[config.mk]
export PLATFORM = sky130hd
export DESIGN_NAME = p21_game_ctrl
export DESIGN_NICKNAME = d
export VERILOG_FILES = /design/src/rtl/p21_game_ctrl.sv
export SDC_FILE = /design/constraint.sdc
export NUM_CORES = 1
export LEC_CHECK = 0
export ABC_AREA = 1
export CELL_PAD_IN_SITES_DETAIL_PLACEMENT = 0
export CELL_PAD_IN_SITES_GLOBAL_PLACEMENT = 1
export CORE_MARGIN = 5
export CORE_UTILIZATION = 35
export CTS_CLUSTER_SIZE = 14
export DETAILED_ROUTE_END_ITERATION = 8
export HOLD_SLACK_MARGIN = 0.1
export PLACE_DENSITY = 0.74
export SETUP_SLACK_MARGIN = 0.15
export SYNTH_ARGS = -nofsm -noshare
export SYNTH_HDL_FRONTEND = slang
export SYNTH_SLANG_ARGS = --single-unit
[constraint.sdc]
create_clock -name clk -period 1.8 [get_ports clk]
set_input_delay 0.27 -clock clk [delete_from_list [all_inputs] [get_ports clk]]
set_output_delay 0.27 -clock clk [all_outputs]
set_load 0.01 [all_outputs]
[src/rtl/p21_game_ctrl.sv]
// Dino game-flow controller: IDLE/RUN/DEAD FSM, pixel collision, speed ramp and score.
// All outputs registered; one cycle from input sample to output, no backpressure.
module p21_game_ctrl #(
    parameter logic [23:0] SPEED_INIT   = 24'd200000,
    parameter logic [23:0] SPEED_MIN    = 24'd80000,
    parameter logic [23:0] SPEED_STEP   = 24'd2000,
    parameter logic [7:0]  RAMP_FRAMES  = 8'd240,
    parameter logic [3:0]  SCORE_FRAMES = 4'd6,
    parameter logic [5:0]  DEAD_FRAMES  = 6'd30
) (
    input  logic        clk,
    input  logic        sys_rst_n,
    input  logic        button,
    input  logic        frame_start,
    input  logic        dino_px,
    input  logic        obs_px,
    output logic        jump,
    output logic        halt,
    output logic        game_rst,
    output logic [23:0] speed,
    output logic [13:0] score
);

    typedef enum logic [1:0] {
        S_IDLE = 2'd0,
        S_RUN  = 2'd1,
        S_DEAD = 2'd2
    } state_t;

    localparam logic [13:0] SCORE_MAX = 14'd9999;

    state_t      state_q, state_d;
    logic        button_q, armed_q, armed_d;
    logic        jump_q, jump_d;
    logic        halt_q, halt_d;
    logic        game_rst_q, game_rst_d;
    logic [23:0] speed_q, speed_d;
    logic [13:0] score_q, score_d;
    logic [5:0]  holdoff_q, holdoff_d;
    logic [7:0]  ramp_cnt_q, ramp_cnt_d;
    logic [3:0]  score_cnt_q, score_cnt_d;

    logic        press, collide, frame_tick, start;
    logic [24:0] speed_dec;

    always_comb begin
        // armed_q blocks a button held through reset from counting as a press
        press      = button & ~button_q & armed_q;
        collide    = (state_q == S_RUN) & ~game_rst_q & dino_px & obs_px;
        frame_tick = frame_start & (state_q == S_RUN) & ~game_rst_q;
        speed_dec  = {1'b0, speed_q} - {1'b0, SPEED_STEP};

        state_d     = state_q;
        start       = 1'b0;
        holdoff_d   = holdoff_q;
        armed_d     = armed_q | ~button;
        speed_d     = speed_q;
        score_d     = score_q;
        ramp_cnt_d  = ramp_cnt_q;
        score_cnt_d = score_cnt_q;

        case (state_q)
            S_IDLE: begin
                if (press) begin
                    state_d = S_RUN;
                    start   = 1'b1;
                end
            end
            S_RUN: begin
                if (collide) begin
                    state_d   = S_DEAD;
                    holdoff_d = DEAD_FRAMES;
                end
            end
            S_DEAD: begin
                if (frame_start && holdoff_q != 6'd0) begin
                    holdoff_d = holdoff_q - 6'd1;
                end
                if (press && holdoff_q == 6'd0) begin
                    state_d = S_RUN;
                    start   = 1'b1;
                end
            end
            default: state_d = S_IDLE;
        endcase

        if (frame_tick) begin
            if (score_cnt_q == SCORE_FRAMES - 4'd1) begin
                score_cnt_d = 4'd0;
                if (score_q != SCORE_MAX) begin
                    score_d = score_q + 14'd1;
                end
            end else begin
                score_cnt_d = score_cnt_q + 4'd1;
            end

            if (ramp_cnt_q == RAMP_FRAMES - 8'd1) begin
                ramp_cnt_d = 8'd0;
                if (speed_dec[24] || speed_dec[23:0] < SPEED_MIN) begin
                    speed_d = SPEED_MIN;
                end else begin
                    speed_d = speed_dec[23:0];
                end
            end else begin
                ramp_cnt_d = ramp_cnt_q + 8'd1;
            end
        end

        if (start) begin
            speed_d     = SPEED_INIT;
            score_d     = 14'd0;
            ramp_cnt_d  = 8'd0;
            score_cnt_d = 4'd0;
        end

        game_rst_d = start;
        halt_d     = (state_d != S_RUN);
        jump_d     = (state_d == S_RUN) & button & ~collide & ~start;
    end

    always_ff @(posedge clk) begin
        if (!sys_rst_n) begin
            state_q     <= S_IDLE;
            button_q    <= 1'b0;
            armed_q     <= 1'b0;
            jump_q      <= 1'b0;
            halt_q      <= 1'b1;
            game_rst_q  <= 1'b0;
            speed_q     <= SPEED_INIT;
            score_q     <= 14'd0;
            holdoff_q   <= 6'd0;
            ramp_cnt_q  <= 8'd0;
            score_cnt_q <= 4'd0;
        end else begin
            state_q     <= state_d;
            button_q    <= button;
            armed_q     <= armed_d;
            jump_q      <= jump_d;
            halt_q      <= halt_d;
            game_rst_q  <= game_rst_d;
            speed_q     <= speed_d;
            score_q     <= score_d;
            holdoff_q   <= holdoff_d;
            ramp_cnt_q  <= ramp_cnt_d;
            score_cnt_q <= score_cnt_d;
        end
    end

    assign jump     = jump_q;
    assign halt     = halt_q;
    assign game_rst = game_rst_q;
    assign speed    = speed_q;
    assign score    = score_q;

endmodule

==> qor.csv <==
stage,metric,value,unit
status,outcome,"complete, but fails checks",
status,failing checks,negative setup slack,
die,die height,108,um
cts,Root Driver,clkbuf_8,
sta,Tmin final,1.90,ns
worst_setup_path,"Max FO, Critical Path",5,
power,Pwr Density,544,nW/um^2
cts,Bufs on Longest Clock Path,2,
worst_setup_path,CP max stage delay,0.35,ns
sta,RSZ-0062 raised after global routing,yes,
sta,Final Max Slew Viols,0,
power,leakage,2.25,nW
synth,Yosys top cell area share,35.4,%
place,cell total after placement,740,
synth,mapped cell area,3330,um^2
sta,crit share post-route,105,%
grt,first-pass GRT wire length,15.5,mm
synth,sequential area share after synthesis,35.4,%
synth,Async SR Flop Fraction,0,%
place,# port buffers,42,
die,Initial Util,35.9,%
die,Ports,47,
route,Initial DRT Pass Iterations,4,
synth,cells after synthesis,495,
route,Final ANT Viol Nets,0,
final_layout,Ant. Diodes,0,
worst_setup_path,WS Path Type,register to register,
worst_setup_path,"Req. time, crit path",2.04,ns
worst_setup_path,crit-path most repeated cell,nand2_1,
final_layout,Final Instance Area,5190,um^2
place,Placement Cell Area,4510,um^2
cts,clock sink count,59,
route,# DRC,0,
cts,"Hold-fix buffers, CTS",0,
sta,fmax,527,MHz
synth,synth top area cells,"dfxtp_1 (35%), nand2_1 (13%), inv_1 (7.4%)",
route,Detailed Route WL,9.48,mm
synth,library cells used by synthesis,38,
die,Die X,108,um
sta,worst clock skew,0.00719,ns
synth,"flops & latches, synth",59,
sta,setup violators final,15,
worst_setup_path,Top delay family on crit path,simple AND/OR/NAND/NOR gates,
grt,total grt overflow,0,
cts,CTS H-tree lvls,3,
final_layout,number of fill cells,915,
place,routability cong.,0.807,
route,vias,3611,
flow_run,MaxCap Viol Count,0,
cts,"Reg clk slew, reported paths",0.06,ns
die,Core Area,9280,um^2
synth,"EDFF count, synth",0,
cts,Skew-Pair Late Insertion Delay,0.34,ns
synth,Ys Warns,0,
worst_setup_path,Bufs and invs on worst path,0,
grt,gr usage total,16.4,%
die,die area,11600,um^2
synth,cell with the most instances after synthesis,nand2_1,
sta,setup ws final,-0.0979,ns
power,total power,2.83,mW
synth,synth cell count leaders,"nand2_1 (112), inv_1 (66), dfxtp_1 (59)",
worst_setup_path,worst path cell trace,"nor2_1, nand3_1, nor2_1, nand2_1, nand2_1, nand2_2, nor2_1, nand2_1, nor2_4, nand2_4, nand2_4, nand2_4, nand2_1, nand2_1",
synth,cell taking the most area after synthesis,dfxtp_1,
power,Worst VDD drop,0.479,mV
worst_hold_path,path category of the worst min-delay check,input pin to register,
final_layout,area growth from synthesis to layout,55.8,%
grt,vias in the first global route,3375,
worst_setup_path,Critical-path top delay cell,dfxtp_1,
sta,endpoints failing hold,0,
synth,Post-Syn Area per Cell,6.74,um^2
die,# rows,35,
final_layout,fin nets,647,
place,Detailed Place HPWL,6.95,mm
worst_setup_path,Critical Path AT,2.13,ns
cts,CTS Buf Count,9,
grt,initial antenna violation count,0,
synth,"Top FF cell, synth",dfxtp_1,
cts,CTS tree,yes,
final_layout,final cell count without fillers,769,
worst_setup_path,crit path capture type,register,
route,vias per cell,4.70,
grt,pin count of the biggest net entering global routing,16,
final_layout,share of cells above drive strength 1,32.8,%
route,Iteration-0 DRC Markers,87,
worst_setup_path,Worst setup SP type,register,
route,Wirelength per Cell,12.3,um
-- flip-flops by register name, indices dropped and copies added, names as in the netlist --
register and cells:
score 14, button_q 1, ramp_cnt_q 8, speed 20, state_q 2, halt 1
holdoff_q 6, jump 1, armed_q 1, game_rst 1, score_cnt_q 4
-- worst min-delay path, stage by stage --
cell and delay (ns):
dlymetal6s2s_1 0.10, nand2_1 0.05, inv_1 0.04
-- path summary, 6_finish.rpt --
path	startpoint	endpoint	slack (ns)	cells after the start
setup / recovery	speed[14]$_SDFFE_PP0P_	speed[6]$_SDFFE_PP1P_	-0.1	14
hold / removal	button	button_q$_SDFF_PN0_	0.15	3
setup reg to reg	speed[14]$_SDFFE_PP0P_	speed[6]$_SDFFE_PP1P_	-0.1	14
hold reg to reg	score[1]$_SDFFE_PP0P_	score[1]$_SDFFE_PP0P_	0.49	2
-- through the flow --
stage	setup WS, ns	setup TNS (ns)	utilization, %	hold WS (ns)
after floorplan	0.0670	0	-	0.363
after global placement	-0.134	-3.22	48.5	0.472
after detailed placement	-0.146	-3.61	48.5	0.473
after CTS	-0.0436	-0.469	52.2	0.475
after global routing	-0.214	-2.83	55.9	0.184
final	-0.0979	-0.904	55.9	0.151
-- metal layers --
metal / global-route usage, % / up-vias / routed length [um]
met1: 21.6 / 1672 / 4500
met4: 5.95 / 0 / 127
li1: - / 1875 / -
met5: 0 / - / 0
met3: 2.52 / 8 / 318
met2: 27.2 / 56 / 4540
-- cell type report --
| class | instances | area, um^2 | area share (%) |
|---|---|---|---|
| inverters | 73 | 278 | 5.35 |
| multi-input cells | 355 | 2130 | 41.0 |
| clock inverters | 1 | 30.0 | 0.578 |
| well taps | 129 | 161 | 3.11 |
| repair buffers | 138 | 1200 | 23.2 |
| flip-flops and latches | 59 | 1210 | 23.3 |
| clock buffers | 14 | 183 | 3.52 |
-- power breakdown --
part | internal (mW) | switching [mW] | total [mW]
sequential | 1.32 | 0.0115 | 1.33
clock | 0.784 | 0.525 | 1.31
combinational | 0.0919 | 0.0989 | 0.191
total | 2.19 | 0.635 | 2.83
-- timing repair --
| item | 4_1_cts | 5_1_grt |
|---|---|---|
| pin swaps | 11 | 21 |
| setup buffers | 4 | 9 |
| gates cloned | 1 | 0 |
| setup endpoints to repair | 44 | 50 |
| resized for setup | 32 | 75 |
-- cells by family (layout without fill, tap and decap cells) --
group / after synthesis / after routing / share of synthesized area [%]
xor+xnor: 17 / 17 / 4.69
compound gates: 55 / 55 / 8.82
fa+ha+maj: 5 / 5 / 1.88
buf+inv: 85 / 226 / 10.7
other cells: 1 / 4 / 0.112
flops: 59 / 59 / 35.4
simple gates: 273 / 274 / 38.4
-- layout by cell type, fill, tap and decap left out, types with 4 or more instances in the layout --
master and count:
xor2_1 9, nand3_2 7, nor2_4 13, clkdlybuf4s50_1 30, nor2_2 8, nand3_1 29
nand2_1 102, clkbuf_8 13, conb_1 4, buf_6 8, inv_1 61, dfxtp_2 15
a21oi_1 25, dlygate4sd2_1 5, nand2_2 14, o21ai_0 5, dlymetal6s2s_1 7, nor2_1 45
o21ai_1 12, nand2_4 6, nor3_1 11, inv_2 8, buf_4 86, dfxtp_1 41
o21ai_2 4, nand4_1 23, xnor2_1 5
Power figures use the tool's default switching activity.
